--- src/rtl/counter_step_ctrl.sv ---
// Button-to-step controller: synchronize, debounce and arbitrate UP/DOWN buttons into one-cycle steps.
// Define COUNTER_STEP_AUTO_REPEAT_EN to enable hold-to-repeat; otherwise one step per press.
module counter_step_ctrl #(
   parameter int TICK_DIV           = 125000,
   parameter int DEBOUNCE_TICKS     = 20,
   parameter int REPEAT_DELAY_TICKS = 500,
   parameter int REPEAT_RATE_TICKS  = 100
) (
   input  logic CLOCK,
   input  logic RESET,
   input  logic BTN_UP,
   input  logic BTN_DOWN,
   output logic STEP_UP,
   output logic STEP_DOWN,
   output logic BUSY,
   output logic TICK
);

   localparam int PW = $clog2(TICK_DIV);
   localparam int DW = $clog2(DEBOUNCE_TICKS + 1);
   localparam logic [PW-1:0] PRESC_LAST = PW'(TICK_DIV - 1);
   localparam logic [DW-1:0] DEB_LAST   = DW'(DEBOUNCE_TICKS - 1);

   typedef enum logic [1:0] {IDLE, DELAY, REPEAT, WAIT_REL} state_t;

   // Index 0 is UP, index 1 is DOWN throughout.
   logic [1:0]          sync1_q, sync2_q, deb_q;
   logic [1:0][DW-1:0]  dcnt_q;
   logic [PW-1:0]       presc_q;
   logic                tick;
   state_t              state_q, state_d;
   logic                owner_q, owner_d;
   logic                step_up_q, step_up_d, step_dn_q, step_dn_d;
   logic                own_held;

   assign tick      = (presc_q == PRESC_LAST);
   assign TICK      = tick;
   assign BUSY      = (state_q != IDLE);
   assign STEP_UP   = step_up_q;
   assign STEP_DOWN = step_dn_q;
   assign own_held  = owner_q ? deb_q[1] : deb_q[0];

   always_ff @(posedge CLOCK or posedge RESET) begin
      if (RESET) begin
         sync1_q <= '0;
         sync2_q <= '0;
         presc_q <= '0;
      end else begin
         sync1_q <= {BTN_DOWN, BTN_UP};
         sync2_q <= sync1_q;
         presc_q <= tick ? '0 : presc_q + 1'b1;
      end
   end

   // A level is accepted only after DEBOUNCE_TICKS consecutive disagreeing ticks.
   always_ff @(posedge CLOCK or posedge RESET) begin
      if (RESET) begin
         deb_q  <= '0;
         dcnt_q <= '0;
      end else if (tick) begin
         for (int i = 0; i < 2; i++) begin
            if (sync2_q[i] == deb_q[i]) begin
               dcnt_q[i] <= '0;
            end else if (dcnt_q[i] == DEB_LAST) begin
               deb_q[i]  <= ~deb_q[i];
               dcnt_q[i] <= '0;
            end else begin
               dcnt_q[i] <= dcnt_q[i] + 1'b1;
            end
         end
      end
   end

`ifdef COUNTER_STEP_AUTO_REPEAT_EN
   localparam int RMAX = (REPEAT_DELAY_TICKS > REPEAT_RATE_TICKS) ? REPEAT_DELAY_TICKS
                                                                  : REPEAT_RATE_TICKS;
   localparam int RW = $clog2(RMAX + 1);
   localparam logic [RW-1:0] RD_LAST = RW'(REPEAT_DELAY_TICKS - 1);
   localparam logic [RW-1:0] RR_LAST = RW'(REPEAT_RATE_TICKS - 1);

   logic [RW-1:0] rcnt_q, rcnt_d;

   always_ff @(posedge CLOCK or posedge RESET) begin
      if (RESET) rcnt_q <= '0;
      else       rcnt_q <= rcnt_d;
   end
`else
   logic unused_cfg;
   assign unused_cfg = (REPEAT_DELAY_TICKS > 0) ^ (REPEAT_RATE_TICKS > 0);
`endif

   always_comb begin
      state_d   = state_q;
      owner_d   = owner_q;
      step_up_d = 1'b0;
      step_dn_d = 1'b0;
`ifdef COUNTER_STEP_AUTO_REPEAT_EN
      rcnt_d    = rcnt_q;
`endif
      case (state_q)
         IDLE: begin
            if (deb_q[0] ^ deb_q[1]) begin
               owner_d   = deb_q[1];
               step_up_d = deb_q[0];
               step_dn_d = deb_q[1];
`ifdef COUNTER_STEP_AUTO_REPEAT_EN
               rcnt_d    = '0;
               state_d   = DELAY;
`else
               state_d   = WAIT_REL;
`endif
            end
         end
`ifdef COUNTER_STEP_AUTO_REPEAT_EN
         // Release is checked first so a release coinciding with a repeat tick never steps.
         DELAY, REPEAT: begin
            if (!own_held) begin
               rcnt_d  = '0;
               state_d = IDLE;
            end else if (tick) begin
               if (rcnt_q == ((state_q == DELAY) ? RD_LAST : RR_LAST)) begin
                  step_up_d = ~owner_q;
                  step_dn_d = owner_q;
                  rcnt_d    = '0;
                  state_d   = REPEAT;
               end else begin
                  rcnt_d = rcnt_q + 1'b1;
               end
            end
         end
`endif
         WAIT_REL: begin
            if (!own_held) state_d = IDLE;
         end
         default: state_d = IDLE;
      endcase
   end

   always_ff @(posedge CLOCK or posedge RESET) begin
      if (RESET) begin
         state_q   <= IDLE;
         owner_q   <= 1'b0;
         step_up_q <= 1'b0;
         step_dn_q <= 1'b0;
      end else begin
         state_q   <= state_d;
         owner_q   <= owner_d;
         step_up_q <= step_up_d;
         step_dn_q <= step_dn_d;
      end
   end

endmodule

--- config.mk ---
export PLATFORM = sky130hd
export DESIGN_NAME = counter_step_ctrl
export DESIGN_NICKNAME = d
export VERILOG_FILES = /design/src/rtl/counter_step_ctrl.sv
export SDC_FILE = /design/constraint.sdc
export NUM_CORES = 1
export LEC_CHECK = 0
export BUFFER_PORTS_ARGS = -buffer_cell sky130_fd_sc_hd__buf_2
export CORE_MARGIN = 2
export CORE_UTILIZATION = 50
export DETAILED_ROUTE_END_ITERATION = 10
export PLACE_DENSITY_LB_ADDON = 0.15
export SLEW_MARGIN = 20
export SYNTH_ARGS = -nofsm -noshare
export SYNTH_HDL_FRONTEND = slang
export SYNTH_SLANG_ARGS = --single-unit
--- constraint.sdc ---
create_clock -name CLOCK -period 5.95 [get_ports CLOCK]
set_clock_uncertainty 0.15 [all_clocks]
set_input_delay 0.2975 -clock CLOCK [delete_from_list [all_inputs] [get_ports CLOCK]]
set_output_delay 0.2975 -clock CLOCK [all_outputs]
set_load 0.02 [all_outputs]
## Word-level counts from Yosys, hierarchy flattened

Cells that the tools add are included.

| word-level totals | value |
|---|---|
| output and inout bits | 4 |
| word-level logic and storage cells | 46 |
| input bits | 4 |
| flip-flop bits (word level) | 38 |

| operators by class | value |
|---|---|
| reductions and logical operators | 6 |
| equal/unequal tests | 8 |
| add/sub/neg operators | 3 |
| bitwise gates (word level) | 5 |
| multiplexer cells | 13 |

Operators by type and width:

| kind | number |
|---|---|
| 2-to-1 mux 5 bit | 4 |
| adder 17 x 1 -> 17 bit (second input constant) | 1 |
| == test 17 bit (second input constant) | 1 |
| 2-to-1 mux 17 bit | 1 |
| adder 5 x 1 -> 5 bit (second input constant) | 2 |
| == test 5 bit (second input constant) | 2 |
| AND reduction 3 bit | 2 |
| 2-to-1 mux 1 bit | 5 |
| 2-to-1 mux 2 bit | 2 |
| inequality test 2 bit (second input constant) | 2 |
| inverter 1 bit | 4 |
| one-hot mux 2 bit (2 select lines) | 1 |
| AND reduction 2 bit | 2 |
| == test 1 bit | 2 |
| == test 2 bit (second input constant) | 1 |
| logical NOT 2 bit | 1 |
| nonzero test 2 bit | 1 |
| bitwise XOR 1 bit | 1 |

## Longest topological paths before layout

| depth | value |
|---|---|
| depth in word-level cells | 3 |
| gate-level depth with buffers | 6 |
| depth with buffers taken out | 5 |

## Worst setup path after synthesis

No wires, ideal clock.

| path | value |
|---|---|
| path kind | register to output |
| start point | register presc_q[0] |
| end point | output TICK |
| required time | 5.503 ns |
| path buffers | 1 |
| path slack | 3.310 ns |
| cell stages (with the launch flop) | 6 |
| arrival time | 2.192 ns |
| cell sequence | dfrtp_1 > ha_1 > nor4b_1 > nand3b_1 > clkbuf_1 > nor4_1 |

| between the ends | value |
|---|---|
| word-level cells in the longest chain between the ends | 1 |

Ends and longest elaborated chain:

| element | RTL line | RTL |
|---|---|---|
| start: declaration | 29 | `logic [PW-1:0] presc_q;` |
| start signal: assignment | 51 | `presc_q <= tick ? '0 : presc_q + 1'b1;` |
| == test 17 bit | 36 | `assign tick = (presc_q == PRESC_LAST);` |
| end: declaration | 16 | `output logic TICK` |

Every way passes these cells.

## Worst setup path after layout

Ends and elaborated chain as after synthesis.

==> flow_summary.ini <==
[worst_setup_path]
cp_max_fo = 17
crit_type = register to output port
end_kind = output port
r2r_cells = 5
crit_start = presc_q[0]
cp.arrival_ns = 2.63
required_ns = 5.50
r2r-start = presc_q[0]
critPathLaunchType = register
crit_path_end = TICK
r2r_slack_ns = 3.47
reg2reg_to = dcnt_q[4]

[timing]
fin_crit_sh_pct = 51.7
timing.setup.tns_ns = 0
worst_pin_slew_ns = 0.892
setup_slack_ns = 2.87
final_max_slew_viol_count = 0
rsz0062_at_grt = false
hold_violations = 0
final-setup-viol-count = 0
fin_crit_ns = 3.08
fmax_ghz = 0.325
relSlewSlack_pct = 39.7

[clock_network]
htree_levels = 2
cts.path.max_buffers = 2
path_clk_slew_ns = 0.10
cts-root-buf = clkbuf_4
cts_made_buffers = 5
cts_setup_buffers = 0
clk_latency_ns = 0.33
clock_sinks = 37
cts_tree = done

[power_and_ir_drop]
peakVddDrop_mv = 0.145
total_power_mw = 0.397
power.leakage_nw = 0.807
power_density_nw_per_um2 = 207

[floorplan]
io_pins = 8
die_y_um = 63.5
start_util_pct = 52.6
num_rows = 21
dieArea_um2 = 4030
core-area_um2 = 3360
die_w_um = 63.5

[grt]
grt_pass1_vias = 1290
grt_pass1_wl_mm = 5.71
grt_remaining_overflow = 0
grt_usage_pct = 17.7
antenna_found_initial = 0
grt_max_degree = 38

[job]
max_cap_violations = 0

[synth]
synth_area_um2 = 1770
synth_nets = 170
ys_warn_count = 0
yosysSeqAreaShare_pct = 52.3
netlist-cell-type-count = 37
ys_seq_elements = 37
synthCells = 161
syn_avg_cell_area_um2 = 11.0

[final_layout]
diodes = 0
final_cell_mix = dfrtp_1 (37), nand3_1 (13), nor2_1 (11)
mostFrequentLayoutCell = dfrtp_1
syn_to_final_growth_pct = 8.77
fin_area_um2 = 1920
nets = 184
drive_gt1_share_pct = 11.4
final_util_pct = 57.2

[detailed_routing]
avgRoutedWirePerCell_um = 14.4
wl_mm = 3.19
drc = 0
vias = 1273
ant_nets = 0
dr.pass1.iters = 4
vias_per_cell = 5.76
drt_iter0_markers = 88

[placed_design]
portBuffers = 7
placed_area_um2 = 1840
pre_cts_ws_ns = 3.23
gp_congestion = 0.826
dp_hpwl_mm = 2.21

[outcome]
outcome = complete, no violations

[min_path]
hold_path.class = register to register
-- state kept, by name, indices dropped and copies added (netlist names) --
register and flops:
STEP_DOWN 1, STEP_UP 1, dcnt_q 10, deb_q 2, owner_q 1, presc_q 17
state_q 1, sync1_q 2, sync2_q 2
-- worst min-delay path by stage --
stage / from / end / slack (ns) / cells past startpoint
final: sync1_q[1] / sync2_q[1] / 0.20 / 0
after global routing: sync1_q[0] / sync2_q[0] / 0.22 / 0
after CTS: sync1_q[1] / sync2_q[1] / 0.21 / 0
after detailed placement: sync1_q[1] / sync2_q[1] / 0.19 / 0
after global placement: sync1_q[1] / sync2_q[1] / 0.18 / 0
after floorplan: BTN_UP / sync1_q[0] / 0.18 / 0
-- cell usage after synthesis --
cell	number	area, um^2
a211oi_1	2	15.0
a31o_2	2	17.5
a31oi_1	2	12.5
and3b_1	1	8.76
and4_1	1	8.76
buf_6	2	22.5
clkbuf_1	2	7.51
dfrtp_1	37	926
ha_1	5	62.6
inv_1	6	22.5
mux2i_1	4	40.0
nand2_1	5	18.8
nand2b_1	3	18.8
nand3_1	13	65.1
nand3b_1	1	7.51
nand4_1	7	43.8
nand4bb_1	1	11.3
nor2_1	11	41.3
nor2_4	1	11.3
nor2b_1	3	18.8
nor3_1	3	15.0
nor3b_1	2	15.0
nor4_1	3	18.8
nor4b_1	1	8.76
nor4bb_1	2	20.0
o211ai_1	1	7.51
o21ai_0	10	50.1
o21ai_1	2	10.0
o22ai_1	2	12.5
o31ai_1	6	45.0
o31ai_2	2	25.0
o41ai_2	1	16.3
or3_1	1	6.26
or3b_1	1	8.76
or4_1	1	7.51
xnor2_1	9	78.8
xor2_1	5	43.8
-- metal layers --
metal	track usage, %	part of all wire, %
met1	23.5	50
met2	29.1	47
met3	4.11	2.5
met4	5.16	0.85
met5	0	0
-- stage by stage --
| stage | hold slack, ns | cells |
|---|---|---|
| finish | 0.202 | 221 |
| CTS | 0.210 | 221 |
| detailed placement | 0.186 | 211 |
| global placement | 0.182 | 211 |
| global route | 0.216 | 221 |
| floorplan | 0.179 | 161 |
-- cells by family (layout without fill, tap and decap cells) --
| kind of cell | Yosys count | count (layout) | share of synthesized area, % |
|---|---|---|---|
| adder cells (fa/ha/maj) | 5 | 5 | 3.54 |
| AO/OA/AOI/OAI | 30 | 30 | 12.0 |
| buffers and inverters | 10 | 24 | 2.97 |
| flip-flops | 37 | 37 | 52.3 |
| multiplexers | 4 | 4 | 2.26 |
| AND/OR/NAND/NOR | 61 | 61 | 20.0 |
| XOR/XNOR | 14 | 14 | 6.93 |
-- worst max-delay path: stages, from the launching register on --
cell and delay (ns):
dfrtp_1 0.42, ha_1 0.29, nor4b_1 0.34, nand3b_1 0.59, nor4_1 0.45, buf_2 0.22
-- what timing repair did --
action | CTS | global route
hold endpoints to repair | 39 | 0
gates resized for setup | 0 | 0
hold buffers | 3 | 0
-- power breakdown --
group	total, mW	switching, mW	internal, mW
logic	0.0103	0.00689	0.00336
clock network	0.134	0.0780	0.0559
registers	0.253	0.000619	0.253
-- layout make-up --
type,count,area [um^2]
sequential,37,926
timing repair buffer,11,72.6
fill,311,1440
tap,46,57.6
clock buffer,7,55.1
inverter,6,22.5
multi-input combinational,114,791
(Power assumes the default switching activity.)
